[src/rtl/led_pkg.sv]
// led_pkg: shared types for the LED blink controller.
//   mode_t - 2-bit channel mode (OFF / ON / BLINK / ONESHOT)
package led_pkg;

  localparam int MODE_W = 2;

  typedef enum logic [MODE_W-1:0] {
    MODE_OFF     = 2'd0,
    MODE_ON      = 2'd1,
    MODE_BLINK   = 2'd2,
    MODE_ONESHOT = 2'd3
  } mode_t;

endpackage

[src/rtl/led_chan.sv]
// led_chan: one LED channel (mode, half-period, counter, led, wrap).
//   clk, rst      - clock, async active-high reset
//   enable        - count enable; low freezes counter/led/mode
//   wr            - load wr_mode / wr_half this cycle (wins over terminal count)
//   wr_mode       - mode to load
//   wr_half       - half-period to load (0 is stored as 1)
//   led           - registered LED drive
//   wrap          - one-cycle pulse on BLINK toggle or ONESHOT expiry
module led_chan
  import led_pkg::*;
#(
  parameter int          CNT_W    = 27,
  parameter int unsigned HALF_DEF = 50000000
) (
  input  logic             clk,
  input  logic             rst,
  input  logic             enable,
  input  logic             wr,
  input  mode_t            wr_mode,
  input  logic [CNT_W-1:0] wr_half,
  output logic             led,
  output logic             wrap
);

  mode_t            mode, mode_n;
  logic [CNT_W-1:0] half, half_n;
  logic [CNT_W-1:0] cnt, cnt_n;
  logic             led_n, wrap_n;
  logic             term;

  // half is never 0, so half-1 cannot underflow and cnt stays below half
  assign term = (cnt == half - CNT_W'(1));

  always_ff @(posedge clk or posedge rst) begin
    if (rst) begin
      mode <= MODE_BLINK;
      half <= CNT_W'(HALF_DEF);
      cnt  <= '0;
      led  <= 1'b0;
      wrap <= 1'b0;
    end else begin
      mode <= mode_n;
      half <= half_n;
      cnt  <= cnt_n;
      led  <= led_n;
      wrap <= wrap_n;
    end
  end

  always_comb begin
    mode_n = mode;
    half_n = half;
    cnt_n  = cnt;
    led_n  = led;
    wrap_n = 1'b0;
    if (wr) begin
      mode_n = wr_mode;
      half_n = (wr_half == '0) ? CNT_W'(1) : wr_half;
      cnt_n  = '0;
      led_n  = (wr_mode != MODE_OFF);
    end else if (enable) begin
      case (mode)
        MODE_OFF: begin
          cnt_n = '0;
          led_n = 1'b0;
        end
        MODE_ON: begin
          cnt_n = '0;
          led_n = 1'b1;
        end
        MODE_BLINK: begin
          if (term) begin
            cnt_n  = '0;
            led_n  = ~led;
            wrap_n = 1'b1;
          end else begin
            cnt_n = cnt + CNT_W'(1);
          end
        end
        default: begin // ONESHOT
          if (term) begin
            cnt_n  = '0;
            led_n  = 1'b0;
            mode_n = MODE_OFF;
            wrap_n = 1'b1;
          end else begin
            cnt_n = cnt + CNT_W'(1);
          end
        end
      endcase
    end
  end

endmodule

[src/rtl/led_blink_ctrl.sv]
// led_blink_ctrl: N_CH independent LED blink channels with a write port.
//   clk, rst   - clock, async active-high reset
//   enable     - global count enable
//   cfg_valid  - write presented; cfg_ready - write can be accepted
//   cfg_ch     - channel index; cfg_mode - mode; cfg_half - half-period
//   cfg_err    - one-cycle pulse after an accepted write to a missing channel
//   led        - per-channel LED drive; wrap - per-channel toggle/expiry pulse
module led_blink_ctrl
  import led_pkg::*;
#(
  parameter int          N_CH     = 4,
  parameter int          CNT_W    = 27,
  parameter int unsigned HALF_DEF = 50000000,
  localparam int         CH_W     = (N_CH > 1) ? $clog2(N_CH) : 1
) (
  input  logic             clk,
  input  logic             rst,
  input  logic             enable,
  input  logic             cfg_valid,
  output logic             cfg_ready,
  input  logic [CH_W-1:0]  cfg_ch,
  input  logic [1:0]       cfg_mode,
  input  logic [CNT_W-1:0] cfg_half,
  output logic             cfg_err,
  output logic [N_CH-1:0]  led,
  output logic [N_CH-1:0]  wrap
);

  logic acc;
  logic ch_ok;

  // Ready drops combinationally with rst, so a write pending at reset is lost.
  assign cfg_ready = ~rst;
  assign acc       = cfg_valid & cfg_ready;
  // One extra bit so N_CH itself (e.g. 16) is representable in the compare.
  assign ch_ok     = ({1'b0, cfg_ch} < (CH_W+1)'(N_CH));

  always_ff @(posedge clk or posedge rst) begin
    if (rst) cfg_err <= 1'b0;
    else     cfg_err <= acc & ~ch_ok;
  end

  for (genvar i = 0; i < N_CH; i++) begin : g_ch
    led_chan #(
      .CNT_W    (CNT_W),
      .HALF_DEF (HALF_DEF)
    ) u_chan (
      .clk     (clk),
      .rst     (rst),
      .enable  (enable),
      .wr      (acc & ch_ok & (cfg_ch == CH_W'(i))),
      .wr_mode (mode_t'(cfg_mode)),
      .wr_half (cfg_half),
      .led     (led[i]),
      .wrap    (wrap[i])
    );
  end

endmodule
[config.mk]
export PLATFORM = sky130hd
export DESIGN_NAME = led_blink_ctrl
export DESIGN_NICKNAME = d
export VERILOG_FILES = /design/src/rtl/led_pkg.sv /design/src/rtl/led_chan.sv /design/src/rtl/led_blink_ctrl.sv
export SDC_FILE = /design/constraint.sdc
export NUM_CORES = 1
export LEC_CHECK = 0
export BUFFER_PORTS_ARGS = -buffer_cell sky130_fd_sc_hd__buf_4
export CAP_MARGIN = 20
export CELL_PAD_IN_SITES_DETAIL_PLACEMENT = 1
export CELL_PAD_IN_SITES_GLOBAL_PLACEMENT = 1
export CORE_MARGIN = 4
export CORE_UTILIZATION = 30
export CTS_BUF_LIST = sky130_fd_sc_hd__clkbuf_16
export DETAILED_ROUTE_END_ITERATION = 10
export GPL_ROUTABILITY_DRIVEN = 0
export GPL_TIMING_DRIVEN = 0
export PLACE_DENSITY_LB_ADDON = 0.1
export SLEW_MARGIN = 20
export SYNTH_ARGS = -nofsm -noshare
export SYNTH_HDL_FRONTEND = slang
export SYNTH_HIERARCHICAL = 1
export SYNTH_SLANG_ARGS = --single-unit
[constraint.sdc]
create_clock -name clk -period 3.5 [get_ports clk]
set_clock_uncertainty 0.2 [all_clocks]
set_input_delay 0.35 -clock clk [delete_from_list [all_inputs] [get_ports clk]]
set_output_delay 0.35 -clock clk [all_outputs]
set_load 0.005 [all_outputs]
==> results.yml, run 1 <==
synthesis:
  synth_common_cells: "180 x dfrtp_1, 156 x nor2_1, 129 x xnor2_1"
  synth_fa_ha_area_share_pct: 2.02
  syn_nets: 1599
  yosysSeqAreaShare_pct: 39.5
  muxShareOfSynthArea_pct: 8.73
  syn_area_um2: 14900
  synth-edff-count: 0
  synthCells: 1540
  synth_cell_types: 85
  ys_top_cells_by_area: "dfrtp_1 30%, dfstp_2 9.2%, mux2_2 7.7%"
  syn_area_per_cell_um2: 9.66
  yosys_warnings: 6
  ys_ff_latch: 232
  synthSimpleGateAreaFrac_pct: 25.9
  yosysMostFrequentCell: "dfrtp_1"
  synth_compound_gate_area_share_pct: 7.93
  synth_xor_area_share_pct: 13.2
  synth_top_family_by_area: "simple AND/OR/NAND/NOR gates"
  synth_ff_type: "dfrtp_1"
  async_reset_ff_share_pct: 100
  netlist.area_leader.share_pct: 30.3
  synth_largest_area_cell: "dfrtp_1"
routing:
  drc: 0
  vias: 12200
  drt_wl_total_mm: 47.3
  avgRoutedWirePerCell_um: 19.8
  drtAntennaViolNets: 0
  firstDrtPassIters: 4
  via_per_inst: 5.08
  initialDrtViolationCount: 540
cts:
  cts_tree: "built"
  clock_path_buffers: 3
  insertion_delay_ps: 580
  cts_max_level: 1
  clk_pin_slew_ps: 70
  cts_made_buffers: 30
  cts_root_buffer: "clkbuf_16"
  cts_sinks: 232
cells_and_area:
  nNetsFinal: 1766
  nFillCells: 5477
  multi_input_comb_area_um2: 9300
  regArea_um2: 5890
  drive_gt1_share_pct: 30.1
  stdcell_count: 2396
  area_delta_synth_final_pct: 26.0
pwr:
  worst_ir_drop_vdd_uv: 345
  finalPower_uw: 9550
  pwr-share-seq_pct: 39.5
  leakage_uw: 0.00721
  pwr-share-comb_pct: 27.8
  power_frac_clock_pct: 32.7
  switchingPower_uw: 3250
  internal_power_uw: 6300
  powerDensity_nw_per_um2: 509
  p_sw_share_pct: 34.0
critical_path:
  cp_slowest_stage_delay_ps: 560
  worstPathCellList: "or4_4 > or4_4 > or4_4 > a22oi_2 > nand4_1 > a2111oi_4 > nand4_1 > nand3b_1 > buf_6 > clkbuf_16 > nor2_1"
  cpMostUsedCell: "or4_4"
  critPathCaptureType: "flop"
  cp_slowest_cell: "or4_4"
  r2r_start: "g_ch[0].u_chan/half[16]$_DFFE_PP0P_"
  reg2reg_depth: 11
  rr_endpoint: "g_ch[0].u_chan/cnt[22]$_DFFE_PP0P_"
  path_class: "flop to flop"
  cp.required_ps: 3770
  cp_max_fo: 5
  startpoint_type: "flop"
  reg2reg_slack_ps: -220
  arrival_ps: 3990
floorplanning:
  ioPinCount: 45
  placementRows: 81
  die_y_um: 231
  start_util_pct: 30.4
  die_area_um2: 53200
  coreArea_um2: 49000
  die_w_um: 231
timing:
  max_freq_ghz: 0.269
  slew_headroom_pct: 45.6
  fin_setup_tns_ps: -6800
  fin_ws_ps: -220
  drv_slew: 0
  worstMarginPinSlew_ps: 815
  rsz0062_at_grt: "yes"
  period_share_pct: 106
  finalHoldViolCount: 0
  min_period_ps: 3720
  whs_ps: 182
  final-setup-viol-count: 44
status:
  violations: "negative setup slack"
  status: "finished, violations left"
run:
  drv_cap: 0
min_path:
  hold_class: "input port to async pin"
global_routing:
  gr-total-overflow: 0
  grt_pass1_vias: 12400
  grt_max_degree: 37
  grt_usage_pct: 17.5
  grt_pass1_wl_mm: 74.9
  antenna_found_initial: 1
place:
  placed_cells: 2251
  post-dp-hpwl_mm: 34.2
  port_buffers: 43
## how the worst max path moves through the flow
stage | depth (start not counted) | end | slack [ps] | from
after detailed placement | 12 | g_ch[1].u_chan/cnt[10]$_DFFE_PP0P_ | -780 | g_ch[1].u_chan/half[0]$_DFFE_PP0P_
final | 11 | g_ch[0].u_chan/cnt[22]$_DFFE_PP0P_ | -220 | g_ch[0].u_chan/half[16]$_DFFE_PP0P_
after CTS | 11 | g_ch[0].u_chan/cnt[19]$_DFFE_PP0P_ | -350 | g_ch[0].u_chan/half[2]$_DFFE_PP0P_
after global routing | 11 | g_ch[0].u_chan/cnt[5]$_DFFE_PP0P_ | -380 | g_ch[0].u_chan/half[16]$_DFFE_PP0P_
after floorplan | 12 | g_ch[2].u_chan/led$_DFFE_PP0P_ | 110 | g_ch[2].u_chan/half[0]$_DFFE_PP0P_
after global placement | 12 | g_ch[0].u_chan/cnt[11]$_DFFE_PP0P_ | -710 | g_ch[0].u_chan/half[0]$_DFFE_PP0P_
## final cells by class
class | instances | area share [%]
timing repair buffer | 141 | 6.92
multi-input combinational | 1213 | 49.6
inverter | 40 | 0.855
tap | 664 | 4.43
clock buffer | 31 | 4.14
antenna | 1 | 0.0134
clock inverter | 25 | 1.18
buffer | 49 | 1.44
sequential | 232 | 31.4
## critical path, delay by kind of cell, from the launching register on
kind / cells / cell delay [ps]
flip-flops: 1 / 380
buffers and inverters: 2 / 320
AO/OA/AOI/OAI: 2 / 480
AND/OR/NAND/NOR: 7 / 2220
## through the flow
step / util, % / setup WS (ps) / area (um^2)
after floorplan: - / 109 / 14900
after global placement: 32.8 / -715 / 16000
after detailed placement: 32.9 / -780 / 16100
after CTS: 36.9 / -350 / 18100
after global routing: 38.3 / -377 / 18700
final: 38.3 / -220 / 18700
## state kept, by name (all words and copies together), names as in the netlist
signal	cells
g_ch.u_chan/mode	8
g_ch.u_chan/led	4
g_ch.u_chan/cnt	108
g_ch.u_chan/half	108
g_ch.u_chan/wrap	4
## routing by layer
metal  part of all wire [%]  GRT usage, %  vias up
met4                    1.7          3.82        0
met2                     47          28.7      106
li1                       -             -     5898
met1                     49          25.1     6125
met5                      0             0        -
met3                    2.6          2.05       51
## cells by family after synthesis
| family | count (synthesis) |
|---|---|
| buf+inv | 95 |
| mux | 117 |
| xor+xnor | 224 |
| flops | 232 |
| compound gates | 163 |
| other cells | 1 |
| simple gates | 684 |
| fa+ha+maj | 24 |
## layout by cell type (no fill, tap or decap), types with 18 or more instances in the layout
master,instances
a21oi_1,22
and2_4,22
buf_4,91
buf_6,18
clkbuf_1,21
clkbuf_16,32
dfrtp_1,167
dfstp_2,52
dlygate4sd3_1,31
ha_1,23
inv_1,38
mux2_2,102
nand2_1,85
nand3_1,73
nand4_1,43
nor2_1,120
nor2_2,23
nor3_1,44
nor4_1,37
o21ai_0,39
or4_4,19
xnor2_1,128
xor2_1,95
## power groups by stage
| stage | Combinational (uW) | Sequential (uW) | Clock [uW] |
|---|---|---|---|
| finish | 2660 | 3770 | 3120 |
| global route | 2930 | 3850 | 3350 |
| detailed placement | 2160 | 3790 | 0 |
| CTS | 2450 | 3760 | 3250 |
| global placement | 2100 | 3780 | 0 |
| floorplan | 1610 | 3570 | 0 |
## repair_timing
action	in CTS	in global routing
gates cloned	3	2
pin swaps	54	46
gates resized for setup	98	119
setup buffers	28	33
hold endpoints to repair	306	0
hold buffers	31	0
endpoints found under the setup margin	117	119
Note: power is estimated with default switching activity, not from simulation.
==> run 2, diff against run 1 <==
--- a/config.mk
+++ b/config.mk
@@ -16,6 +16,7 @@
 export GPL_ROUTABILITY_DRIVEN = 0
 export GPL_TIMING_DRIVEN = 0
 export PLACE_DENSITY_LB_ADDON = 0.1
+export RECOVER_POWER = 100
 export SLEW_MARGIN = 20
 export SYNTH_ARGS = -nofsm -noshare
 export SYNTH_HDL_FRONTEND = slang
==> results.yml, run 2 (same netlist as run 1, synthesis figures left out) <==
critical_path:
  arrival_ps: 3980
  critPathCaptureType: "flop"
  reg2reg_depth: 11
  cp.required_ps: 3750
  startpoint_type: "flop"
  cp_max_fo: 5
  path_class: "flop to flop"
status:
  violations: "max-capacitance violations, max-slew violations, negative setup slack"
  status: "finished, violations left"
floorplanning:
  coreArea_um2: 49000
  die_y_um: 231
  start_util_pct: 30.4
  die_area_um2: 53200
  die_w_um: 231
  ioPinCount: 45
  placementRows: 81
cells_and_area:
  nNetsFinal: 1766
  multi_input_comb_area_um2: 9270
  final_common_cell: "dfrtp_1"
  stdcell_area_um2: 18600
  regArea_um2: 5890
  area_delta_synth_final_pct: 25.3
  nFillCells: 5491
  stdcell_count: 2396
  drive_gt1_share_pct: 29.3
  largest_registers: "g_ch.u_chan/cnt: 108 flops, g_ch.u_chan/half: 108 flops, g_ch.u_chan/mode: 8 flops"
  final_cell_mix: "167 x dfrtp_1, 128 x xnor2_1, 120 x nor2_1"
timing:
  max_freq_ghz: 0.268
  rsz0062_at_grt: "yes"
  worstMarginPinSlew_ps: 1970
  finalHoldViolCount: 0
  min_period_ps: 3730
  drv_slew: 139
  fin_ws_ps: -231
  period_share_pct: 107
  slew_headroom_pct: -31.2
  final-setup-viol-count: 54
routing:
  drt_wl_total_mm: 47.4
  drtAntennaViolNets: 0
  firstDrtPassIters: 4
  avgRoutedWirePerCell_um: 19.8
  vias: 12200
  via_per_inst: 5.09
  initialDrtViolationCount: 524
  drc: 0
pwr:
  internal_power_uw: 6280
  powerDensity_nw_per_um2: 511
  pwr-share-seq_pct: 39.6
  switchingPower_uw: 3240
  worst_ir_drop_vdd_uv: 344
  power_frac_clock_pct: 32.8
  leakage_uw: 0.00717
  p_sw_share_pct: 34.0
  pwr-share-comb_pct: 27.6
cts:
  cts_made_buffers: 30
  insertion_delay_ps: 580
  cts_sinks: 232
  cts_root_buffer: "clkbuf_16"
  cts_max_level: 1
  clock_path_buffers: 3
  clk_pin_slew_ps: 60
  cts_tree: "built"
global_routing:
  antenna_found_initial: 1
  grt_pass1_wl_mm: 74.9
  grt_pass1_vias: 12400
  gr-total-overflow: 0
  grt_usage_pct: 17.5
  grt_max_degree: 37
place:
  port_buffers: 43
  placed_cells: 2251
  placedInstanceArea_um2: 16100
  post-dp-hpwl_mm: 34.2
min_path:
  hold_class: "flop to flop"
  whs_path_depth: 1
run:
  drv_cap: 4
-- run 2: changes by cell type in the layout (fill, tap and decap cells not counted), sizes merged --
cell	delta
inv	-4
buf	-31
clkinvlp	+4
dlymetal6s2s	+2
clkbuf	+29
-- run 2: layout make-up --
cell class / instances / share of cell area [%]
multi-input cells: 1213 / 49.7
flip-flops and latches: 232 / 31.6
repair buffers: 141 / 6.64
well taps: 664 / 4.46
clock buffers: 31 / 4.16
plain buffers: 49 / 1.42
clock inverters: 25 / 1.18
inverters: 40 / 0.832
diodes: 1 / 0.0134
-- run 2: final timing paths --
kind,start,end,slack (ps)
hold / removal,g_ch[3].u_chan/half[26]$_DFFE_PP0P_,g_ch[3].u_chan/half[26]$_DFFE_PP0P_,340
hold reg to reg,g_ch[3].u_chan/half[26]$_DFFE_PP0P_,g_ch[3].u_chan/half[26]$_DFFE_PP0P_,340
min in group asynchronous,rst,g_ch[3].u_chan/half[4]$_DFFE_PP0P_,400
setup / recovery,g_ch[1].u_chan/half[0]$_DFFE_PP0P_,g_ch[1].u_chan/cnt[10]$_DFFE_PP0P_,-230
max in group asynchronous,rst,g_ch[0].u_chan/half[9]$_DFFE_PP0P_,190
setup reg to reg,g_ch[1].u_chan/half[0]$_DFFE_PP0P_,g_ch[1].u_chan/cnt[10]$_DFFE_PP0P_,-230
-- run 2: stage by stage --
step                      power, uW  hold slack [ps]  utilization [%]  setup TNS (ps)  worst slack (ps)
after floorplan                5190              258                -               0               109
after global placement         5880              325             32.8          -51080              -715
after detailed placement       5950              243             32.9          -55810              -780
after CTS                      9460              162             36.9          -15650              -350
after global routing          10100              363             38.1          -31760              -377
final                          9520              336             38.1           -9260              -231
-- run 2: power by group through the flow --
stage	Clock [uW]	Combinational, uW	Sequential (uW)
2_1_floorplan	0	1610	3570
3_3_place_gp	0	2100	3780
3_5_place_dp	0	2160	3790
4_1_cts	3250	2450	3760
5_1_grt	3350	2910	3850
6_report	3130	2630	3770
-- run 2: repair_timing --
action,4_1_cts,5_1_grt
buffers inserted,28,33
hold endpoints to repair,306,0
hold buffers,31,0
gates resized for setup,98,119
endpoints found under the setup margin,117,119
cloned,3,2
pin swaps,54,46
-- run 2: routing by layer --
| metal | global-route usage (%) | vias to the layer above | part of all wire (%) |
|---|---|---|---|
| met4 | 3.82 | 0 | 1.8 |
| li1 | - | 5891 | - |
| met1 | 25.1 | 6143 | 49 |
| met2 | 28.7 | 104 | 47 |
| met5 | 0 | - | 0 |
| met3 | 2.05 | 52 | 2.6 |
-- run 2: worst max-delay path, stage by stage (launching register included) --
cell and delay [ps]:
dfrtp_1 400, or4_4 580, or4_4 440, or4_4 530, a22oi_2 160, nand4_1 110, a2111oi_2 380, nand4_1 240
nand3b_1 210, buf_6 170, buf_8 140, nor2_4 40
==> run 3, diff against run 2 <==
--- a/config.mk
+++ b/config.mk
@@ -5,7 +5,6 @@
 export SDC_FILE = /design/constraint.sdc
 export NUM_CORES = 1
 export LEC_CHECK = 0
-export BUFFER_PORTS_ARGS = -buffer_cell sky130_fd_sc_hd__buf_4
 export CAP_MARGIN = 20
 export CELL_PAD_IN_SITES_DETAIL_PLACEMENT = 1
 export CELL_PAD_IN_SITES_GLOBAL_PLACEMENT = 1
@@ -13,6 +12,7 @@
 export CORE_UTILIZATION = 30
 export CTS_BUF_LIST = sky130_fd_sc_hd__clkbuf_16
 export DETAILED_ROUTE_END_ITERATION = 10
+export DONT_BUFFER_PORTS = 1
 export GPL_ROUTABILITY_DRIVEN = 0
 export GPL_TIMING_DRIVEN = 0
 export PLACE_DENSITY_LB_ADDON = 0.1
==> constraint.sdc (replaced) <==
create_clock -name clk -period 3.5 [get_ports clk]
set_clock_uncertainty 0.2 [all_clocks]
set_input_delay 0.7 -clock clk [delete_from_list [all_inputs] [get_ports clk]]
set_output_delay 0.7 -clock clk [all_outputs]
set_load 0.005 [all_outputs]
==> results.yml, run 3 (same netlist as run 1, synthesis figures left out) <==
status:
  status: "finished, violations left"
  violations: "negative setup slack"
critical_path:
  arrival_ps: 4010
  path_class: "flop to flop"
  critPathCaptureType: "flop"
  startpoint_type: "flop"
  cp.required_ps: 3770
  cp_max_fo: 5
timing:
  max_freq_ghz: 0.267
  min_period_ps: 3740
  final-setup-viol-count: 69
  finalHoldViolCount: 0
  slew_headroom_pct: 3.77
  drv_slew: 0
  rsz0062_at_grt: "yes"
  fin_ws_ps: -241
  period_share_pct: 107
  worstMarginPinSlew_ps: 1440
cells_and_area:
  largest_registers: "g_ch.u_chan/cnt: 108 flops, g_ch.u_chan/half: 108 flops, g_ch.u_chan/mode: 8 flops"
  drive_gt1_share_pct: 27.5
  antennaDiodeCount: 0
  final_cell_mix: "166 x dfrtp_1, 127 x xnor2_1, 121 x nor2_1"
  nNetsFinal: 1696
  area_delta_synth_final_pct: 20.5
  final_common_cell: "dfrtp_1"
cts:
  cts_root_buffer: "clkbuf_16"
  cts_max_level: 1
  cts_sinks: 232
  clock_path_buffers: 3
  clk_pin_slew_ps: 60
  cts_made_buffers: 30
  cts_tree: "built"
  insertion_delay_ps: 580
floorplanning:
  die_y_um: 231
  die_w_um: 231
  placementRows: 81
  die_area_um2: 53200
  ioPinCount: 45
  coreArea_um2: 49000
  start_util_pct: 30.4
global_routing:
  grt_max_degree: 37
  grt_usage_pct: 18.1
  gr-total-overflow: 0
  antenna_found_initial: 2
  grt_pass1_wl_mm: 76.6
  grt_pass1_vias: 12700
routing:
  initialDrtViolationCount: 639
  via_per_inst: 5.21
  drtAntennaViolNets: 0
  firstDrtPassIters: 5
  vias: 12100
  avgRoutedWirePerCell_um: 21.2
  drc: 0
  drt_wl_total_mm: 49.2
pwr:
  leakage_uw: 0.00677
  worst_ir_drop_vdd_uv: 273
  finalPower_uw: 9170
  powerDensity_nw_per_um2: 512
min_path:
  hold_class: "input port to flop"
place:
  port_buffers: 0
  dp_slack_ps: -807
  post-dp-hpwl_mm: 35.1
run:
  drv_cap: 0
-- run 3: changes by cell type in the layout (fill, tap and decap cells not counted), moves of 4 or more --
cell | previous run | this run
buf_4 | 79 | 44
dlygate4sd3_1 | 31 | 1
clkbuf_4 | 8 | 1
clkinv_1 | 4 | 10
buf_6 | 18 | 22
clkbuf_1 | 41 | 37
nor2_2 | 23 | 19
-- run 3: stage by stage --
stage / hold WS (ps) / instances / cell area (um^2) / utilization, % / setup TNS (ps)
2_1_floorplan: 301 / 1540 / 14900 / - / 0
3_3_place_gp: 317 / 2204 / 15700 / 32.1 / -54110
3_5_place_dp: 323 / 2208 / 15800 / 32.3 / -59400
4_1_cts: 1.82 / 2299 / 17400 / 35.6 / -13090
5_1_grt: 22.9 / 2325 / 17900 / 36.6 / -22410
6_report: 35.2 / 2325 / 17900 / 36.6 / -7360
-- run 3: where the power goes --
group          total (uW)  switching (uW)  internal [uW]
Combinational        2470            1250           1220
Clock                2920            1260           1660
Sequential           3780             610           3170
-- run 3: final timing paths --
kind	from	end	slack [ps]	depth (start not counted)
hold / removal	enable	g_ch[2].u_chan/wrap$_DFF_PP0_	40	2
min in group asynchronous	rst	g_ch[2].u_chan/half[24]$_DFFE_PP0P_	790	2
setup reg to reg	g_ch[1].u_chan/half[16]$_DFFE_PP0P_	g_ch[1].u_chan/cnt[15]$_DFFE_PP0P_	-240	12
setup / recovery	g_ch[1].u_chan/half[16]$_DFFE_PP0P_	g_ch[1].u_chan/cnt[15]$_DFFE_PP0P_	-240	12
hold reg to reg	g_ch[1].u_chan/half[26]$_DFFE_PP0P_	g_ch[1].u_chan/half[26]$_DFFE_PP0P_	330	1
max in group asynchronous	rst	g_ch[3].u_chan/half[4]$_DFFE_PP0P_	820	3
-- run 3: timing repair --
| action | 4_1_cts | 5_1_grt |
|---|---|---|
| cloned | 3 | 6 |
| setup endpoints to repair | 119 | 123 |
| pin swaps | 58 | 55 |
| setup buffers | 34 | 29 |
| hold endpoints to repair | 67 | 0 |
| gates resized for setup | 95 | 125 |
| hold buffers | 1 | 0 |
-- run 3: worst max-delay path, cell delays in order, from the launching register on --
cell and delay [ps]:
dfrtp_1 390, or4_4 570, or4_4 510, or4_4 490, a22oi_2 200, nand4_1 200, a2111oi_4 270, nand4_1 200
nand3b_1 180, buf_6 150, buf_12 100, buf_8 110, nor2_1 50
-- run 3: routing by layer --
layer	share of wire, %	up-vias	track usage (%)
met5	0	-	0
met3	3.2	58	2.44
li1	-	5747	-
met2	47	133	30.4
met1	47	6181	24.8
met4	2.2	0	4.30
-- run 3: area by class of cell --
class	instances	area, um^2
Clock inverter	25	144
Sequential cell	232	5890
Buffer	50	283
Multi-Input combinational cell	1213	9230
Clock buffer	31	776
Timing Repair Buffer	70	622
Tap cell	664	831
Inverter	40	155
Fill cell	5478	31000
